File: config.mk
export PLATFORM = sky130hd
export DESIGN_NAME = stream_demux_nx
export DESIGN_NICKNAME = d
export VERILOG_FILES = /design/src/rtl/stream_demux_pkg.sv /design/src/rtl/stream_demux_slot.sv /design/src/rtl/stream_demux_nx.sv
export SDC_FILE = /design/constraint.sdc
export NUM_CORES = 1
export LEC_CHECK = 0
export CAP_MARGIN = 0
export CORE_UTILIZATION = 43
export CTS_CLUSTER_DIAMETER = 60
export CTS_CLUSTER_SIZE = 24
export DETAILED_ROUTE_END_ITERATION = 8
export MAX_ROUTING_LAYER = met4
export PLACE_DENSITY = 0.79
export SYNTH_ARGS = -nofsm -noshare
export SYNTH_HDL_FRONTEND = slang
export SYNTH_SLANG_ARGS = --single-unit
File: constraint.sdc
create_clock -name clk -period 3.4 [get_ports clk]
set_clock_uncertainty 0.2 [all_clocks]
set_input_delay 1.02 -clock clk [delete_from_list [all_inputs] [get_ports clk]]
set_output_delay 1.02 -clock clk [all_outputs]
set_load 0.02 [all_outputs]
File: src/rtl/stream_demux_pkg.sv
`default_nettype none
// ============================================================================
// Module      : stream_demux_pkg
// Description : Shared types and constants for the stream demultiplexer:
//               routing FSM state encoding and drop counter width.
// Revision    : 1.0 - initial release
// ============================================================================
package stream_demux_pkg;

    // Routing FSM state, encoded as plain constants for legacy tool flows
    typedef logic [1:0] state_t;

    localparam state_t c_IDLE = 2'd0;  // waiting for the first beat of a packet
    localparam state_t c_FWD  = 2'd1;  // forwarding a packet to the latched channel
    localparam state_t c_DROP = 2'd2;  // swallowing a packet with an illegal select

    // Width of the saturating dropped-beat counter
    localparam int c_DROP_CNT_W = 16;

endpackage : stream_demux_pkg
`default_nettype wire

File: src/rtl/stream_demux_slot.sv
`default_nettype none
// ============================================================================
// Module      : stream_demux_slot
// Description : One-entry registered holding stage (valid, data, last) for a
//               single demux output channel. A load replaces the entry even
//               while it is being drained, so a full slot with a ready
//               consumer sustains one beat per cycle.
// Revision    : 1.0 - initial release
// ============================================================================
module stream_demux_slot #(
    parameter int DATA_W = 8
) (
    input  logic              clk,
    input  logic              rst,
    input  logic              i_load,
    input  logic              i_ready,
    input  logic [DATA_W-1:0] i_data,
    input  logic              i_last,
    output logic              o_valid,
    output logic [DATA_W-1:0] o_data,
    output logic              o_last
);

    logic              r_valid;
    logic [DATA_W-1:0] r_data;
    logic              r_last;

    // Load has priority over drain; data/last only change on a load so they
    // stay stable while the consumer stalls.
    always_ff @(posedge clk or posedge rst) begin
        if (rst) begin
            r_valid <= 1'b0;
            r_data  <= '0;
            r_last  <= 1'b0;
        end else if (i_load) begin
            r_valid <= 1'b1;
            r_data  <= i_data;
            r_last  <= i_last;
        end else if (r_valid && i_ready) begin
            r_valid <= 1'b0;
        end
    end

    assign o_valid = r_valid;
    assign o_data  = r_data;
    assign o_last  = r_last;

endmodule : stream_demux_slot
`default_nettype wire

File: src/rtl/stream_demux_nx.sv
`default_nettype none
// ============================================================================
// Module      : stream_demux_nx
// Description : 1-to-NUM_OUT packet-locked stream demultiplexer. The select of
//               a packet's first beat picks the output channel for the whole
//               packet; packets with an out-of-range select are discarded,
//               flagged with a one-cycle err_sel pulse and counted beat by
//               beat in a saturating drop counter. Every channel has a
//               one-entry registered output stage.
// Revision    : 1.0 - initial release
// ============================================================================
module stream_demux_nx
    import stream_demux_pkg::*;
#(
    parameter  int DATA_W  = 8,
    parameter  int NUM_OUT = 4,
    localparam int SEL_W   = (NUM_OUT > 2) ? $clog2(NUM_OUT) : 1
) (
    input  logic                      clk,
    input  logic                      rst,
    input  logic                      s_valid,
    output logic                      s_ready,
    input  logic [DATA_W-1:0]         s_data,
    input  logic                      s_last,
    input  logic [SEL_W-1:0]          s_sel,
    output logic [NUM_OUT-1:0]        m_valid,
    input  logic [NUM_OUT-1:0]        m_ready,
    output logic [NUM_OUT*DATA_W-1:0] m_data,
    output logic [NUM_OUT-1:0]        m_last,
    output logic                      err_sel,
    output logic [c_DROP_CNT_W-1:0]   drop_cnt
);

    state_t                  r_state;
    logic [SEL_W-1:0]        r_sel;
    logic                    r_err;
    logic [c_DROP_CNT_W-1:0] r_drop_cnt;

    logic                    w_sel_legal;
    logic                    w_fwd;
    logic [SEL_W-1:0]        w_tgt;
    logic                    w_tgt_free;
    logic                    w_accept;
    logic                    w_discard;
    logic [NUM_OUT-1:0]      w_load;
    logic [NUM_OUT-1:0]      w_slot_valid;

    // A select is only meaningful when it names an existing channel; with a
    // non-power-of-two NUM_OUT the top codes are illegal.
    assign w_sel_legal = (32'(s_sel) < 32'(NUM_OUT));

    // Forwarding applies mid-packet, or on a first beat with a legal select.
    assign w_fwd = (r_state == c_FWD) || ((r_state == c_IDLE) && w_sel_legal);

    // Mid-packet the latched select wins; s_sel is only looked at in IDLE.
    assign w_tgt = (r_state == c_FWD) ? r_sel : s_sel;

    // Target slot can take a beat if empty or draining this cycle
    always_comb begin
        w_tgt_free = 1'b0;
        for (int k = 0; k < NUM_OUT; k++) begin
            if (32'(w_tgt) == 32'(k)) begin
                w_tgt_free = !w_slot_valid[k] || m_ready[k];
            end
        end
    end

    // Discarded beats are always accepted; nothing is accepted during reset.
    assign s_ready   = !rst && (w_fwd ? w_tgt_free : 1'b1);
    assign w_accept  = s_valid && s_ready;
    assign w_discard = w_accept && !w_fwd;

    // One-hot load strobe toward the target slot
    always_comb begin
        w_load = '0;
        for (int k = 0; k < NUM_OUT; k++) begin
            w_load[k] = w_accept && w_fwd && (32'(w_tgt) == 32'(k));
        end
    end

    // Routing FSM: advances only on accepted beats; s_last always ends a packet
    always_ff @(posedge clk or posedge rst) begin
        if (rst) begin
            r_state <= c_IDLE;
            r_sel   <= '0;
        end else if (w_accept) begin
            case (r_state)
                c_IDLE: begin
                    if (w_sel_legal) begin
                        r_sel   <= s_sel;
                        r_state <= s_last ? c_IDLE : c_FWD;
                    end else begin
                        r_state <= s_last ? c_IDLE : c_DROP;
                    end
                end
                c_FWD, c_DROP: begin
                    if (s_last) begin
                        r_state <= c_IDLE;
                    end
                end
                default: r_state <= c_IDLE;
            endcase
        end
    end

    // Error pulse: only the first beat of an illegal packet raises it
    always_ff @(posedge clk or posedge rst) begin
        if (rst) begin
            r_err <= 1'b0;
        end else begin
            r_err <= w_accept && (r_state == c_IDLE) && !w_sel_legal;
        end
    end

    // Saturating count of every discarded beat
    always_ff @(posedge clk or posedge rst) begin
        if (rst) begin
            r_drop_cnt <= '0;
        end else if (w_discard && (r_drop_cnt != {c_DROP_CNT_W{1'b1}})) begin
            r_drop_cnt <= r_drop_cnt + 1'b1;
        end
    end

    assign err_sel  = r_err;
    assign drop_cnt = r_drop_cnt;

    for (genvar gi = 0; gi < NUM_OUT; gi++) begin : g_slot
        stream_demux_slot #(
            .DATA_W (DATA_W)
        ) u_slot (
            .clk     (clk),
            .rst     (rst),
            .i_load  (w_load[gi]),
            .i_ready (m_ready[gi]),
            .i_data  (s_data),
            .i_last  (s_last),
            .o_valid (w_slot_valid[gi]),
            .o_data  (m_data[gi*DATA_W +: DATA_W]),
            .o_last  (m_last[gi])
        );
    end

    assign m_valid = w_slot_valid;

endmodule : stream_demux_nx
`default_nettype wire

## After elaboration in Yosys (flattened, before gate mapping)

Cells that the tools add are included.

- $add $sub $neg: 1
- Equal/unequal tests: 7
- Muxes and demuxes: 17
- Reduce and logical (&&, ||, !) cells: 33

Operators by type and width:

| cell | number |
|---|---|
| adder 16 x 1 -> 16 bit, second input constant | 1 |
| inequality test 16 bit, second input constant | 1 |
| two-way mux 1 bit | 14 |
| logical AND 1 bit | 13 |
| nonzero test 2 bit | 4 |
| equality test 2 bit, second input constant | 3 |
| logical NOT 1 bit | 6 |
| logical OR 1 bit | 5 |
| equality test 2 x 1 -> 1 bit, second input constant | 2 |
| logical NOT 2 bit | 2 |
| two-way mux 2 bit | 2 |
| case mux 2 bit (2 select lines) | 1 |
| AND reduction 2 bit | 2 |
| inequality test 2 bit, second input constant | 1 |
| OR reduction 2 bit | 1 |

- Bits in registers: 60
- Bits of input ports: 18
- Logic and storage cells: 73

## Depth between registers and ports, before layout

- Depth in word-level cells: 13
- Depth in mapped cells: 6
- Gate-level depth less buffers: 5

## Modules after synthesis

Synthesis repeated with hierarchy kept, for this count alone.

- Cells, all modules: 138
- Area, all modules: 2042.0 um^2

By module, submodules not included:

| module | times used | cells an instance | area each (um^2) | sequential area each (um^2) |
|---|---|---|---|---|
| stream_demux_slot | 4 | 23 | 412.9 | 250.2 |
| stream_demux_nx | 1 | 46 | 390.4 | 75.1 |

## Least setup slack after synthesis

Ideal clock, no wire load.

- Path kind: input port to flip-flop
- Start point: in rst
- End point: reg g_slot[1].u_slot.r_data[0]
- Library setup time: 0.125 ns
- Arrival: 3.295 ns
- Setup slack: -0.220 ns
- Cell stages on the path: 6
- Buffers on the path: 1
- Cell sequence: inv_1 > nand2_1 > a2111oi_4 > a21bo_1 > buf_6 > mux2_4

- Cells in the longest elaborated chain, start to end: 5

Ends and longest elaborated chain:

| element | RTL line | source |
|---|---|---|
| start, declared | stream_demux_nx.sv:20 | `input logic rst,` |
| logical NOT 1 bit (no line) | n/a |  |
| logical AND 1 bit | stream_demux_nx.sv:69 | `assign s_ready = !rst && (w_fwd ? w_tgt_free : 1'b1);` |
| logical AND 1 bit | stream_demux_nx.sv:70 | `assign w_accept = s_valid && s_ready;` |
| logical AND 1 bit (2 in a row) | stream_demux_nx.sv:77 | `w_load[k] = w_accept && w_fwd && (32'(w_tgt) == 32'(k));` |
| end signal, assigned | stream_demux_slot.sv:37 | `r_data <= i_data;` |
| end, declared | stream_demux_slot.sv:25 | `logic [DATA_W-1:0] r_data;` |

Every way passes these cells.
A chain may end at the register's enable or synchronous reset.

## Final worst setup path

- Start point: in s_sel[0]
- End point: out s_ready

- Cells in the longest elaborated chain, start to end: 8
- Elaborated cells between the ends (all ways): 11
- Classes of those cells: eq/ne: 3; mux: 6; reduce/logical: 2

Ends and longest elaborated chain:

| element | RTL line | source |
|---|---|---|
| start, declared | stream_demux_nx.sv:25 | `input logic [SEL_W-1:0] s_sel,` |
| two-way mux 2 bit * | stream_demux_nx.sv:56 | `assign w_tgt = (r_state == c_FWD) ? r_sel : s_sel;` |
| logical NOT 2 bit | stream_demux_nx.sv:62 | `if (32'(w_tgt) == 32'(k)) begin` |
| two-way mux 1 bit (3 in a row) | stream_demux_nx.sv:62 |  |
| two-way mux 1 bit * | stream_demux_nx.sv:62 |  |
| two-way mux 1 bit * | stream_demux_nx.sv:69 |  |
| logical AND 1 bit * | stream_demux_nx.sv:69 |  |
| end, declared | stream_demux_nx.sv:22 | `output logic s_ready,` |

Every way passes the cells marked *; elsewhere a longest branch is shown, timed or not.

==> flow_metrics.py <==
metrics = {
    "place": {
        "io_buffers": 58,
        "gp_congestion": 0.9026,
        "hpwl_mm": 2.840,
        "dpl-instance-area_sq_um": 2590,
    },
    "outcome": {
        "violations": "negative setup slack",
        "status": "complete, but fails checks",
    },
    "grt": {
        "grt_max_degree": 45,
        "grt_pass1_vias": 1417,
        "grtUsageTotal_pct": 19.94,
        "grt_antenna_before_repair": 0,
        "grt_overflow": 0,
        "grt_pass1_wl_mm": 7.113,
    },
    "clocking": {
        "clk_pin_slew_ns": 0.08,
        "root_buffer": "clkbuf_8",
        "cts-buffers-inserted": 5,
        "cts_sinks": 43,
        "cts_buffer_depth": 2,
        "cts_tree": "done",
        "insertion_delay_ns": 0.29,
        "htreeDepth": 2,
    },
    "setup_path": {
        "cp_slowest_cell": "a211oi_2",
        "arrival_ns": 2.21,
        "path_buf_inv": 4,
        "cp_common_cell": "buf_6",
        "cp-start-kind": "input port",
        "end_kind": "primary output",
        "path_delay_family": "buffers and inverters",
        "reg2reg_depth": 14,
        "crit_fanout": 3,
        "worst-path-stages": 8,
        "criticalPathCategory": "in2out",
        "slowest_delay_ns": 0.23,
        "critPathRequiredTime_ns": 2.18,
        "crit_chain": "buf_2 -> buf_6 -> buf_4 -> nand3b_1 -> a21oi_4 -> a211oi_2 -> and3_4 -> buf_6",
    },
    "power": {
        "ir_worst_vdd_mv": 0.4369,
        "p_per_area_nw_per_um2": 864.7,
        "p_leak_nw": 1.332,
    },
    "cells_and_area": {
        "layout-drive-gt1-share_pct": 40.89,
        "area_delta_synth_final_pct": 46.25,
        "fin_nets": 242,
        "diodes": 0,
        "post-route-cell-area_sq_um": 2877,
        "fillers": 337,
    },
    "synthesis": {
        "synth.top_cell.area_share_pct": 54.71,
        "yosysTopAreaCell": "dfrtp_1",
        "yosys-top-cells-count": "dfrtp_1, mux2_2, buf_4, mux2_4, nand2_1",
        "synth_warnings": 0,
        "ys_seq_area_share_pct": 54.71,
        "synth_cell_type_count": 25,
        "ys_top_cells_by_area": "dfrtp_1, mux2_2, buf_4",
        "async_reset_ff_share_pct": 100.0,
        "synthMostInstantiatedCell": "dfrtp_1",
        "syn_avg_cell_area_sq_um": 13.85,
        "synth_flop_cell": "dfrtp_1",
        "syn_area_sq_um": 1967,
        "ys_ff_latch": 43,
        "synth-edff-count": 0,
        "syn_inst": 142,
    },
    "sta": {
        "timing.fmax_ghz": 0.2915,
        "tns_ns": -0.03017,
        "setup_ws_ns": -0.03017,
        "slew_viol_final": 0,
        "whs_ns": 0.3080,
        "hold_viol_final": 0,
        "min_period_over_period_pct": 100.9,
        "setup_viol": 1,
        "maxSlewHeadroom_pct": 63.35,
        "worst_slew_pin_slew_ns": 0.5497,
        "finalCriticalPeriod_ns": 3.430,
    },
    "floorplan": {
        "row_count": 24,
        "initial_core_util_pct": 44.86,
        "die_area_sq_um": 4848,
        "die_w_um": 69.63,
        "fp.coreArea_sq_um": 4384,
        "pin_count": 76,
        "fp.dieH_um": 69.63,
    },
    "worst_hold_path": {
        "hold_depth": 1,
        "hp-class": "reg2reg",
    },
    "job": {
        "cap_violations": 0,
    },
    "routing": {
        "drtPass1Iterations": 4,
        "vias": 1348,
        "drt_iter0_markers": 37,
        "routed_wl_mm": 4.580,
        "ant_nets": 0,
        "via_per_inst": 4.866,
        "drc_errors": 0,
        "wl_per_cell_um": 16.53,
    },
}
[per-stage QoR]
stage	util [%]	power (mW)	setup WS, ns	instances
final	65.61	2.487	-0.03017	277
after global routing	65.61	2.604	-0.06033	277
after CTS	64.67	2.482	0.003178	275
after detailed placement	59.08	2.045	-0.7796	257
after global placement	59.08	2.022	-0.7241	257
after floorplan	-	1.531	0.1149	158
[metal layers]
layer | global-route usage [%] | up-vias | wire, um
li1 | - | 609 | -
met1 | 24.57 | 664 | 1965
met2 | 31.28 | 65 | 2202
met3 | 5.523 | 10 | 320
met4 | 7.778 | 0 | 92
met5 | - | - | 0
[cell families after synthesis]
kind of cell	after synthesis	share of synthesized area, %
DFF	43	54.71
buffers and inverters	29	10.69
other	1	0.1907
and+or+nand+nor	23	6.617
muxes	39	23.98
AOI/OAI and AO/OA	7	3.817
[path summary, 6_finish.rpt]
kind | startpoint | endpoint | slack, ns
max | s_sel[0] | s_ready | -0.03
min | g_slot[2].u_slot.o_data[0] | g_slot[2].u_slot.o_data[0] | 0.31
max reg2reg | r_state[0] | r_sel[0] | 0.45
min reg2reg | g_slot[2].u_slot.o_data[0] | g_slot[2].u_slot.o_data[0] | 0.31
max in group asynchronous | rst | g_slot[2].u_slot.o_data[7] | 1.44
min in group asynchronous | rst | g_slot[0].u_slot.o_last | 1.18
[where the power goes]
part / internal [mW] / switching, mW / leakage, nW
registers: 0.746 / 0.143 / 0.520
logic: 0.660 / 0.545 / 0.754
clock network: 0.219 / 0.175 / 0.0581
[flip-flops by register name, summed over array words and instances (netlist names)]
register and flops:
g_slot.u_slot.o_valid 4, g_slot.u_slot.o_last 4, r_state 1, g_slot.u_slot.o_data 32
r_sel 2
[cells in the final DEF (no fill, tap or decap), types with 3 or more instances in the layout]
cell type,synthesis,routed
clkbuf_8,0,5
nand2b_1,5,3
dfrtp_1,43,43
nand2_1,7,7
conb_1,1,17
mux2_4,9,11
clkdlybuf4s50_1,0,54
buf_4,25,26
mux2_2,29,27
[area by class of cell]
cell class	instances	area, sq um	area share (%)
clock buffers	5	68.82	2.392
multi-input cells	86	827.0	28.75
inverters	3	15.01	0.5220
flip-flops and latches	43	1076	37.41
well taps	52	65.06	2.262
repair buffers	85	780.7	27.14
clock inverters	3	43.79	1.522
[what timing repair did]
action                     CTS  global route
pin swaps                    4             5
setup endpoints to repair    1             3
hold buffers                 0             0
resized for setup           24             8
setup buffers               10             3
No activity file was read; power rests on OpenSTA's default activity.
